$ cat src/rtl/vga_timing_pkg.sv
// -----------------------------------------------------------------------------
// vga_timing_pkg
// Shared constants for the parametrised VGA timing generator:
//   - standard mode timing sets (1024x768@60 and 640x480@60)
//   - sync polarity encodings
//   - helper to compute a line/frame total from its four segments
// No ports; imported by vga_timing_gen and vga_delay_line.
// -----------------------------------------------------------------------------
package vga_timing_pkg;

    // Sync polarity encodings (level driven while the pulse is asserted)
    localparam int SYNC_POL_NEG = 0;
    localparam int SYNC_POL_POS = 1;

    // Largest supported sync/DE delay relative to the coordinates
    localparam int MAX_PIPE_DLY = 15;

    // 1024x768 @ 60 Hz, 65 MHz pixel clock, both syncs negative
    localparam int M1024_H_ACTIVE = 1024;
    localparam int M1024_H_FP     = 24;
    localparam int M1024_H_SYNC   = 136;
    localparam int M1024_H_BP     = 160;
    localparam int M1024_V_ACTIVE = 768;
    localparam int M1024_V_FP     = 3;
    localparam int M1024_V_SYNC   = 6;
    localparam int M1024_V_BP     = 29;

    // 640x480 @ 60 Hz, 25.175 MHz pixel clock
    localparam int M640_H_ACTIVE  = 640;
    localparam int M640_H_FP      = 16;
    localparam int M640_H_SYNC    = 96;
    localparam int M640_H_BP      = 48;
    localparam int M640_V_ACTIVE  = 480;
    localparam int M640_V_FP      = 10;
    localparam int M640_V_SYNC    = 2;
    localparam int M640_V_BP      = 33;

    // Total length of a line or frame from its active/porch/sync segments
    function automatic int calc_total(input int active, input int fp,
                                      input int sync, input int bp);
        return active + fp + sync + bp;
    endfunction

endpackage : vga_timing_pkg

$ cat src/rtl/vga_delay_line.sv
// -----------------------------------------------------------------------------
// vga_delay_line
// DEPTH-stage register delay line with synchronous active-low clear.
// DEPTH = 0 degenerates to a plain wire.
// Ports:
//   clk     in   1      clock
//   rst_n   in   1      synchronous active-low clear of every stage
//   i_data  in   WIDTH  data entering the line
//   o_data  out  WIDTH  data delayed by DEPTH clocks
// -----------------------------------------------------------------------------
module vga_delay_line
    import vga_timing_pkg::*;
#(
    parameter int WIDTH = 4,
    parameter int DEPTH = 2
) (
    input  logic             clk,
    input  logic             rst_n,
    input  logic [WIDTH-1:0] i_data,
    output logic [WIDTH-1:0] o_data
);

    generate
        if (DEPTH == 0) begin : g_wire
            // Clock and clear have no function without storage
            logic w_unused;
            assign w_unused = clk ^ rst_n;
            assign o_data   = i_data;
        end else begin : g_regs
            logic [WIDTH-1:0] r_stage [DEPTH];

            // Shift register; clear flushes every stage to the inactive value
            always_ff @(posedge clk) begin
                if (!rst_n) begin
                    for (int i = 0; i < DEPTH; i++) begin
                        r_stage[i] <= '0;
                    end
                end else begin
                    r_stage[0] <= i_data;
                    for (int i = 1; i < DEPTH; i++) begin
                        r_stage[i] <= r_stage[i-1];
                    end
                end
            end

            assign o_data = r_stage[DEPTH-1];
        end
    endgenerate

endmodule : vga_delay_line

$ cat src/rtl/vga_timing_gen.sv
// -----------------------------------------------------------------------------
// vga_timing_gen
// Parametrised VGA sync generator with a display window inside the active
// area. Window-relative coordinates leave one cycle after the counters; the
// sync and enable outputs follow PIPE_DLY cycles later so they line up with
// framebuffer data fetched using those coordinates.
// Ports:
//   clk          in   1      pixel clock
//   rst_n        in   1      synchronous active-low reset
//   hsync        out  1      horizontal sync (delayed, polarity H_SYNC_POL)
//   vsync        out  1      vertical sync (delayed, polarity V_SYNC_POL)
//   de           out  1      active-area data enable (delayed)
//   win_de       out  1      window data enable (delayed)
//   win_x        out  CNT_W  window-relative pixel (undelayed, 0 outside)
//   win_y        out  CNT_W  window-relative line (undelayed, 0 outside)
//   line_start   out  1      one-cycle pulse for h=0 (undelayed)
//   frame_start  out  1      one-cycle pulse for h=0,v=0 (undelayed)
// -----------------------------------------------------------------------------
module vga_timing_gen
    import vga_timing_pkg::*;
#(
    parameter int H_ACTIVE   = M1024_H_ACTIVE,
    parameter int H_FP       = M1024_H_FP,
    parameter int H_SYNC     = M1024_H_SYNC,
    parameter int H_BP       = M1024_H_BP,
    parameter int V_ACTIVE   = M1024_V_ACTIVE,
    parameter int V_FP       = M1024_V_FP,
    parameter int V_SYNC     = M1024_V_SYNC,
    parameter int V_BP       = M1024_V_BP,
    parameter int H_SYNC_POL = SYNC_POL_NEG,
    parameter int V_SYNC_POL = SYNC_POL_NEG,
    parameter int WIN_X0     = 0,
    parameter int WIN_Y0     = 128,
    parameter int WIN_W      = 1024,
    parameter int WIN_H      = 512,
    parameter int PIPE_DLY   = 2,
    parameter int CNT_W      = 11
) (
    input  logic             clk,
    input  logic             rst_n,
    output logic             hsync,
    output logic             vsync,
    output logic             de,
    output logic             win_de,
    output logic [CNT_W-1:0] win_x,
    output logic [CNT_W-1:0] win_y,
    output logic             line_start,
    output logic             frame_start
);

    localparam int H_TOT = calc_total(H_ACTIVE, H_FP, H_SYNC, H_BP);
    localparam int V_TOT = calc_total(V_ACTIVE, V_FP, V_SYNC, V_BP);

    // Decode boundaries at counter width; all are < 2^CNT_W once checked below
    localparam logic [CNT_W-1:0] H_LAST  = CNT_W'(H_TOT - 1);
    localparam logic [CNT_W-1:0] V_LAST  = CNT_W'(V_TOT - 1);
    localparam logic [CNT_W-1:0] H_ACT_C = CNT_W'(H_ACTIVE);
    localparam logic [CNT_W-1:0] V_ACT_C = CNT_W'(V_ACTIVE);
    localparam logic [CNT_W-1:0] H_SS_C  = CNT_W'(H_ACTIVE + H_FP);
    localparam logic [CNT_W-1:0] H_SE_C  = CNT_W'(H_ACTIVE + H_FP + H_SYNC);
    localparam logic [CNT_W-1:0] V_SS_C  = CNT_W'(V_ACTIVE + V_FP);
    localparam logic [CNT_W-1:0] V_SE_C  = CNT_W'(V_ACTIVE + V_FP + V_SYNC);
    localparam logic [CNT_W-1:0] X0_C    = CNT_W'(WIN_X0);
    localparam logic [CNT_W-1:0] X1_C    = CNT_W'(WIN_X0 + WIN_W);
    localparam logic [CNT_W-1:0] Y0_C    = CNT_W'(WIN_Y0);
    localparam logic [CNT_W-1:0] Y1_C    = CNT_W'(WIN_Y0 + WIN_H);
    localparam logic [CNT_W-1:0] ONE_C   = CNT_W'(1);

    localparam logic H_POL_C = (H_SYNC_POL != 0) ? 1'b1 : 1'b0;
    localparam logic V_POL_C = (V_SYNC_POL != 0) ? 1'b1 : 1'b0;

    // ---------------------------------------------------------------------
    // Parameter sanity, rejected at elaboration
    // ---------------------------------------------------------------------
    generate
        if ((WIN_X0 + WIN_W > H_ACTIVE) || (WIN_Y0 + WIN_H > V_ACTIVE)) begin : g_err_win
            $error("vga_timing_gen: display window exceeds the active area");
        end
        if ((H_FP == 0) || (H_SYNC == 0) || (H_BP == 0) ||
            (V_FP == 0) || (V_SYNC == 0) || (V_BP == 0)) begin : g_err_zero
            $error("vga_timing_gen: porch and sync widths must be non-zero");
        end
        if ((PIPE_DLY < 0) || (PIPE_DLY > MAX_PIPE_DLY)) begin : g_err_dly
            $error("vga_timing_gen: PIPE_DLY must be in 0..15");
        end
        if ((H_TOT >= (1 << CNT_W)) || (V_TOT >= (1 << CNT_W))) begin : g_err_cnt
            $error("vga_timing_gen: line/frame totals do not fit in CNT_W bits");
        end
    endgenerate

    logic [CNT_W-1:0] r_h_cnt;
    logic [CNT_W-1:0] r_v_cnt;

    logic             w_act;
    logic             w_hs_a;
    logic             w_vs_a;
    logic             w_inside;

    logic [CNT_W-1:0] r_win_x;
    logic [CNT_W-1:0] r_win_y;
    logic             r_line_start;
    logic             r_frame_start;
    logic             r_de;
    logic             r_win_de;
    logic             r_hs;
    logic             r_vs;

    logic [3:0]       w_dly;

    // Raster position counters; v advances on the last pixel of each line
    always_ff @(posedge clk) begin
        if (!rst_n) begin
            r_h_cnt <= '0;
            r_v_cnt <= '0;
        end else if (r_h_cnt == H_LAST) begin
            r_h_cnt <= '0;
            if (r_v_cnt == V_LAST) begin
                r_v_cnt <= '0;
            end else begin
                r_v_cnt <= r_v_cnt + ONE_C;
            end
        end else begin
            r_h_cnt <= r_h_cnt + ONE_C;
        end
    end

    // Stage 0: combinational decode of the current raster position
    assign w_act    = (r_h_cnt < H_ACT_C) && (r_v_cnt < V_ACT_C);
    assign w_hs_a   = (r_h_cnt >= H_SS_C) && (r_h_cnt < H_SE_C);
    assign w_vs_a   = (r_v_cnt >= V_SS_C) && (r_v_cnt < V_SE_C);
    assign w_inside = w_act &&
                      (r_h_cnt >= X0_C) && (r_h_cnt < X1_C) &&
                      (r_v_cnt >= Y0_C) && (r_v_cnt < Y1_C);

    // Stage 1: coordinates, start pulses and active-high sync/enable flags
    always_ff @(posedge clk) begin
        if (!rst_n) begin
            r_win_x       <= '0;
            r_win_y       <= '0;
            r_line_start  <= 1'b0;
            r_frame_start <= 1'b0;
            r_de          <= 1'b0;
            r_win_de      <= 1'b0;
            r_hs          <= 1'b0;
            r_vs          <= 1'b0;
        end else begin
            if (w_inside) begin
                r_win_x <= r_h_cnt - X0_C;
                r_win_y <= r_v_cnt - Y0_C;
            end else begin
                r_win_x <= '0;
                r_win_y <= '0;
            end
            r_line_start  <= (r_h_cnt == '0);
            r_frame_start <= (r_h_cnt == '0) && (r_v_cnt == '0);
            r_de          <= w_act;
            r_win_de      <= w_inside;
            r_hs          <= w_hs_a;
            r_vs          <= w_vs_a;
        end
    end

    // Flags travel active-high so a cleared stage always means "not asserted";
    // polarity is applied only at the pins.
    vga_delay_line #(
        .WIDTH (4),
        .DEPTH (PIPE_DLY)
    ) u_dly (
        .clk    (clk),
        .rst_n  (rst_n),
        .i_data ({r_hs, r_vs, r_de, r_win_de}),
        .o_data (w_dly)
    );

    assign hsync       = w_dly[3] ? H_POL_C : ~H_POL_C;
    assign vsync       = w_dly[2] ? V_POL_C : ~V_POL_C;
    assign de          = w_dly[1];
    assign win_de      = w_dly[0];
    assign win_x       = r_win_x;
    assign win_y       = r_win_y;
    assign line_start  = r_line_start;
    assign frame_start = r_frame_start;

endmodule : vga_timing_gen

$ cat config.mk
export PLATFORM = sky130hd
export DESIGN_NAME = vga_timing_gen
export DESIGN_NICKNAME = d
export VERILOG_FILES = /design/src/rtl/vga_timing_pkg.sv /design/src/rtl/vga_delay_line.sv /design/src/rtl/vga_timing_gen.sv
export SDC_FILE = /design/constraint.sdc
export NUM_CORES = 1
export LEC_CHECK = 0
export CAP_MARGIN = 5
export CORE_AREA = 2 2 66 68
export DETAILED_ROUTE_END_ITERATION = 6
export DIE_AREA = 0 0 68 70
export PLACE_DENSITY = 0.88
export SETUP_SLACK_MARGIN = 0.02
export SLEW_MARGIN = 5
export SYNTH_ARGS = -nofsm -noshare
export SYNTH_HDL_FRONTEND = slang
export SYNTH_SLANG_ARGS = --single-unit
$ cat constraint.sdc
create_clock -name clk -period 3.7 [get_ports clk]
set_clock_uncertainty 0.2 [all_clocks]
set_input_delay 0.74 -clock clk [delete_from_list [all_inputs] [get_ports clk]]
set_output_delay 0.74 -clock clk [all_outputs]
set_load 0.01 [all_outputs]
==> results of run 1 <==
[cell usage in the layout (no fill, tap or decap), drive strengths merged, types with 3 or more instances in the layout]
master / netlist / final
dfxtp: 58 / 58
clkdlybuf4s50: 0 / 29
and2: 26 / 26
nor2: 18 / 18
inv: 12 / 12
nand2: 12 / 12
nor4: 12 / 12
clkbuf: 9 / 12
o21ai: 10 / 10
a21oi: 10 / 10
ha: 9 / 9
or3: 7 / 7
nor3: 7 / 7
nand4: 7 / 7
xnor2: 7 / 7
nand3: 6 / 6
xor2: 4 / 4
or4: 3 / 3
clkinv: 0 / 3
[metal layers]
layer	part of all wire, %	vias up	global-route usage (%)
met2	48	85	28.9
met4	2.6	0	12.0
li1	-	884	-
met1	43	812	28.3
met5	0	-	0
met3	6.3	12	5.31
[how the worst min path moves through the flow]
stage	startpoint	to	slack, ps
floorplan	r_win_de	u_dly.g_regs.r_stage[0][0]	210
finish	u_dly.g_regs.r_stage[0][2]	u_dly.g_regs.r_stage[0][6]	240
global placement	r_hs	u_dly.g_regs.r_stage[0][3]	210
global route	r_win_de	u_dly.g_regs.r_stage[0][0]	250
CTS	r_hs	u_dly.g_regs.r_stage[0][3]	240
detailed placement	r_de	u_dly.g_regs.r_stage[0][1]	220
[final cells by class]
type	count	area, um^2
fill	321	1410
sequential	58	1160
multi-input combinational	157	988
timing repair buffer	31	305
clock buffer	12	155
tap	52	65.1
inverter	12	45.0
clock inverter	3	15.0
[kinds of logic (layout without fill, tap and decap cells)]
group	after synthesis	count (layout)	synth area share (%)
flip-flops	58	58	51.6
XOR/XNOR	11	11	4.28
AO/OA/AOI/OAI	26	26	6.90
adder cells (fa/ha/maj)	9	9	5.01
buffers and inverters	24	58	4.45
AND/OR/NAND/NOR	110	110	27.6
other	1	1	0.167
[state kept, by name (all words and copies together) (netlist names)]
signal                flops
r_v_cnt                  11
r_hs                      1
win_y                    11
r_win_de                  1
r_de                      1
r_h_cnt                  11
win_x                    11
line_start                1
u_dly.g_regs.r_stage      8
frame_start               1
r_vs                      1
[critical path, stage by stage]
cell,delay [ps]
clkdlybuf4s50_1,460
buf_4,190
nand2b_1,80
or3_1,440
nor3_1,470
buf_4,250
and2_1,130
[power groups by stage]
stage | clock (mW) | sequential, mW | combinational (mW)
finish | 0.497 | 0.636 | 0.0294
global route | 0.535 | 0.636 | 0.0329
CTS | 0.509 | 0.636 | 0.0294
detailed placement | 0 | 0.649 | 0.0292
global placement | 0 | 0.649 | 0.0282
floorplan | 0 | 0.650 | 0.0148
[per-stage QoR]
step	util [%]	power, mW	std cells	setup slack [ps]
floorplan	-	0.665	239	1260
global placement	61.9	0.677	310	675
detailed placement	61.9	0.679	310	638
CTS	66.0	1.17	325	988
global route	66.0	1.20	325	803
finish	66.0	1.16	325	986
==> qor.yml, run 1 <==
logic_synthesis:
  ys_async_sr_fraction_pct: 0
  syn_inst: 239
  syn_nets: 250
  syn-cell-area_um2: 2250
  synth_area_leaders: "dfxtp_1 52%, and2_1 7.2%, ha_1 5.0%"
  yosysUniqueCellTypes: 36
  yosys.area.top_type: "dfxtp_1"
  synth_edf_count: 0
  synth_seq_cells: 58
  yosysWarnings: 0
  synth_flop_cell: "dfxtp_1"
  synth.most_common_cell: "dfxtp_1"
  synthTopCellsByCount: "58 x dfxtp_1, 26 x and2_1, 18 x nor2_1"
  yosysSeqAreaShare_pct: 51.6
  postSynthAreaPerCell_um2: 9.41
  yosysTopAreaCellShare_pct: 51.6
floorplan:
  io_pins: 30
  die_y_um: 70
  num_rows: 24
  dieArea_um2: 4760
  die_w_um: 68
  coreArea_um2: 4140
  start_util_pct: 54.3
clock_network:
  h-tree-depth: 3
  cts_resized: 0
  cts.sinks: 58
  cts.reportedPaths.clkPinSlew_ps: 60
  cts_buffers: 9
  postCtsHoldBufs: 0
  clockBufferDepth: 2
  cts_setup_buffers: 0
  insertion_delay_ps: 330
  cts_tree: "yes"
  cts_root_buf: "clkbuf_8"
global_route:
  grt_remaining_overflow: 0
  track_usage_pct: 20.7
  antenna_found_initial: 0
  first_global_vias: 1619
  grt_max_degree: 17
  grt_first_pass_wirelength_um: 7380
setup_path:
  start_kind: "input pin"
  ff2ff_path_depth: 5
  rrSetupSlack_ps: 1190
  crit_fanout: 16
  reg2reg_from: "r_h_cnt[0]"
  worstPathRequired_ps: 3770
  path_class: "input pin to flop"
  r2r-end: "r_v_cnt[0]"
  worstSetupEndpoint: "win_y[6]"
  worst_ep_arrival_time_ps: 2780
  crit_path_end_kind: "flop"
  cp-startpoint: "rst_n"
timing:
  finalSetupTns_ps: 0
  fin_crit_sh_pct: 73.3
  hold_violations: 0
  maxSlewHeadroom_pct: 55.7
  worstMarginPinSlew_ps: 658
  setup_viol: 0
  hold-worst-slack_ps: 236
  rsz0062_at_grt: "no"
  drv_slew: 0
  min_period_ps: 2710
  max_clock_freq_ghz: 0.369
place:
  port_buffers: 29
  post-dp-hpwl_um: 2980
  gp_congestion: 0.893
  place_area_um2: 2560
run:
  cap_violations: 0
routing:
  drt_first_pass_iters: 4
  wl_um: 4460
  drc: 0
  num_vias: 1793
  viasPerCell: 5.52
  ant_nets: 0
  drt_iter0_drc: 116
  avgRoutedWirePerCell_um: 13.7
power:
  p_int_mw: 0.918
  switching_share_pct: 21.0
  p_seq_share_pct: 54.7
  ir_worst_vdd_v: 0.000192
  p_sw_mw: 0.245
  p_leak_nw: 1.00
  pwr-share-clk_pct: 42.7
  p_per_area_nw_per_um2: 425
  combPwrFrac_pct: 2.5
layout:
  fin_nets: 280
  finalInstanceArea_um2: 2740
  drive_gt1_share_pct: 6.59
  areaGrowthSynthToFinish_pct: 21.6
  antenna_cells: 0
hold_path:
  min_path_type: "flop to flop"
  holdPathStages: 1
run_status:
  status: "finished clean"
No activity file was read; power rests on OpenSTA's default activity.
==> run 2: changes to the inputs <==
--- a/config.mk
+++ b/config.mk
@@ -6,10 +6,10 @@
 export NUM_CORES = 1
 export LEC_CHECK = 0
 export CAP_MARGIN = 5
-export CORE_AREA = 2 2 66 68
+export CORE_AREA = 2 2 69 71
 export DETAILED_ROUTE_END_ITERATION = 6
-export DIE_AREA = 0 0 68 70
-export PLACE_DENSITY = 0.88
+export DIE_AREA = 0 0 71 73
+export PLACE_DENSITY = 0.82
 export SETUP_SLACK_MARGIN = 0.02
 export SLEW_MARGIN = 5
 export SYNTH_ARGS = -nofsm -noshare
==> constraint.sdc (replaced) <==
create_clock -name clk -period 2.66 [get_ports clk]
set_clock_uncertainty 0.2 [all_clocks]
set_input_delay 0.532 -clock clk [delete_from_list [all_inputs] [get_ports clk]]
set_output_delay 0.532 -clock clk [all_outputs]
set_load 0.01 [all_outputs]
==> run 2 against run 1 <==
Sequential power is 39% higher; global-route usage fell by 1.0 points; clock power is 89% higher; die area rose by 8.9%; highest routed layer unchanged.
==> qor.yml, run 2 (synthesized netlist as in run 1, its figures left out) <==
run_status:
  status: "finished clean"
hold_path:
  min_path_type: "flop to flop"
  holdPathStages: 1  # unchanged
clock_network:
  cts_resized: 0  # unchanged
  postCtsHoldBufs: 0  # unchanged
  cts_tree: "yes"
  h-tree-depth: 3  # unchanged
  cts.reportedPaths.clkPinSlew_ps: 60  # about the same
  cts.sinks: 58  # unchanged
  cts_root_buf: "clkbuf_8"
  cts_buffers: 9  # unchanged
  cts_setup_buffers: 0  # unchanged
  clockBufferDepth: 2  # unchanged
  insertion_delay_ps: 330  # about the same
place:
  post-dp-hpwl_um: 3210  # +7.7%
  place_area_um2: 2610  # +1.9%
  port_buffers: 29  # unchanged
  gp_congestion: 0.848  # -5.0%
  pre_cts_ws_ps: 257  # -380 ps
  placed_cells: 318  # +2.6%
timing:
  finalSetupTns_ps: 0  # unchanged
  maxSlewHeadroom_pct: 46.4  # -9.3 points
  setup_viol: 0  # unchanged
  max_clock_freq_ghz: 0.404
  fin_crit_sh_pct: 93.1
  rsz0062_at_grt: "no"
  min_period_ps: 2480
  fin_ws_ps: 184  # -803 ps
  drv_slew: 0  # unchanged
  hold-worst-slack_ps: 236  # +0.692 ps
  hold_violations: 0  # unchanged
  worstMarginPinSlew_ps: 796  # +138 ps
floorplan:
  coreArea_um2: 4540  # +9.5%
  io_pins: 30  # unchanged
  num_rows: 25  # +4.2%
  dieArea_um2: 5180  # +8.9%
  die_w_um: 71  # +4.4%
  start_util_pct: 49.6  # -4.7 points
  die_y_um: 73  # +4.3%
layout:
  finalInstanceArea_um2: 2850  # +4.2%
  drive_gt1_share_pct: 9.29  # +2.7 points
  final_common_cell: "dfxtp_1"
  fin_cells: 334  # +2.8%
  areaGrowthSynthToFinish_pct: 26.7
  final_util_pct: 62.8  # -3.2 points
  fin_nets: 286  # +2.1%
  final_cell_mix: "58 x dfxtp_1, 29 x clkdlybuf4s50_1, 26 x and2_1"
  antenna_cells: 0  # unchanged
routing:
  drt_first_pass_iters: 4  # unchanged
  avgRoutedWirePerCell_um: 14.5  # +5.8%
  num_vias: 1803  # +0.56%
  ant_nets: 0  # unchanged
  viasPerCell: 5.40  # -2.2%
  wl_um: 4850  # +8.7%
  drc: 0  # unchanged
  drt_iter0_drc: 107  # -7.8%
power:
  p_leak_nw: 1.06  # +5.7%
  p_total_mw: 1.87  # +61%
  ir_worst_vdd_v: 0.000325  # +70%
  p_per_area_nw_per_um2: 655  # +54%
setup_path:
  path_class: "flop to flop"
  path_depth: 5  # -2
  crit_buf_inv: 0  # -3
  cp_slowest_cell: "or4_1"
  worstPathRequired_ps: 2660  # -1110 ps
  crit_path_end_kind: "flop"
  path_delay_family: "simple AND/OR/NAND/NOR gates"
  start_kind: "flop"
  path_cells: "ha_1, nand3_1, or4_1, o21ai_2, nor2_1"
  worst_ep_arrival_time_ps: 2480  # -300 ps
  max_stage_delay_ps: 760  # +290 ps
  ff2ff_path_depth: 5  # unchanged
  crit_fanout: 10  # -6
run:
  cap_violations: 0  # unchanged
global_route:
  antenna_found_initial: 0  # unchanged
  grt_max_degree: 16  # -1
  track_usage_pct: 19.6  # -1.0 points
  first_global_vias: 1714  # +5.9%
  grt_remaining_overflow: 0  # unchanged
  grt_first_pass_wirelength_um: 7760  # +5.1%
==> run 2: worst paths after layout <==
| path | start | to | slack (ps) |
|---|---|---|---|
| setup / recovery | r_h_cnt[0] | r_v_cnt[3] | 180 |
| hold reg to reg | u_dly.g_regs.r_stage[0][0] | u_dly.g_regs.r_stage[0][4] | 240 |
| hold / removal | u_dly.g_regs.r_stage[0][0] | u_dly.g_regs.r_stage[0][4] | 240 |
| setup reg to reg | r_h_cnt[0] | r_v_cnt[3] | 180 |
==> run 2: final cells by class <==
cell class / count / area, um^2
flip-flops and latches: 58 / 1160
repair buffers: 37 / 350
fillers: 348 / 1690
clock inverters: 4 / 72.6
multi-input cells: 157 / 988
inverters: 12 / 45.0
clock buffers: 12 / 165
well taps: 54 / 67.6
==> run 2: worst register-to-register path: stages (launching register included) <==
cell	delay, ps
dfxtp_1	390
ha_1	210
nand3_1	210
or4_1	760
o21ai_2	480
nor2_1	100
==> run 2: power by group <==
part	total [mW]	switching, mW	internal, mW
sequential	0.884	0.00579	0.879
clock	0.939	0.336	0.602
combinational	0.0434	0.0233	0.0202
==> run 2: routing by layer <==
metal  vias to the layer above  GRT usage, %  wire length (um)
met1                       847          22.0              2070
met3                        14          4.14               165
li1                        891             -                 -
met4                         0          12.6               116
met5                         -             0                 0
met2                        51          33.9              2500
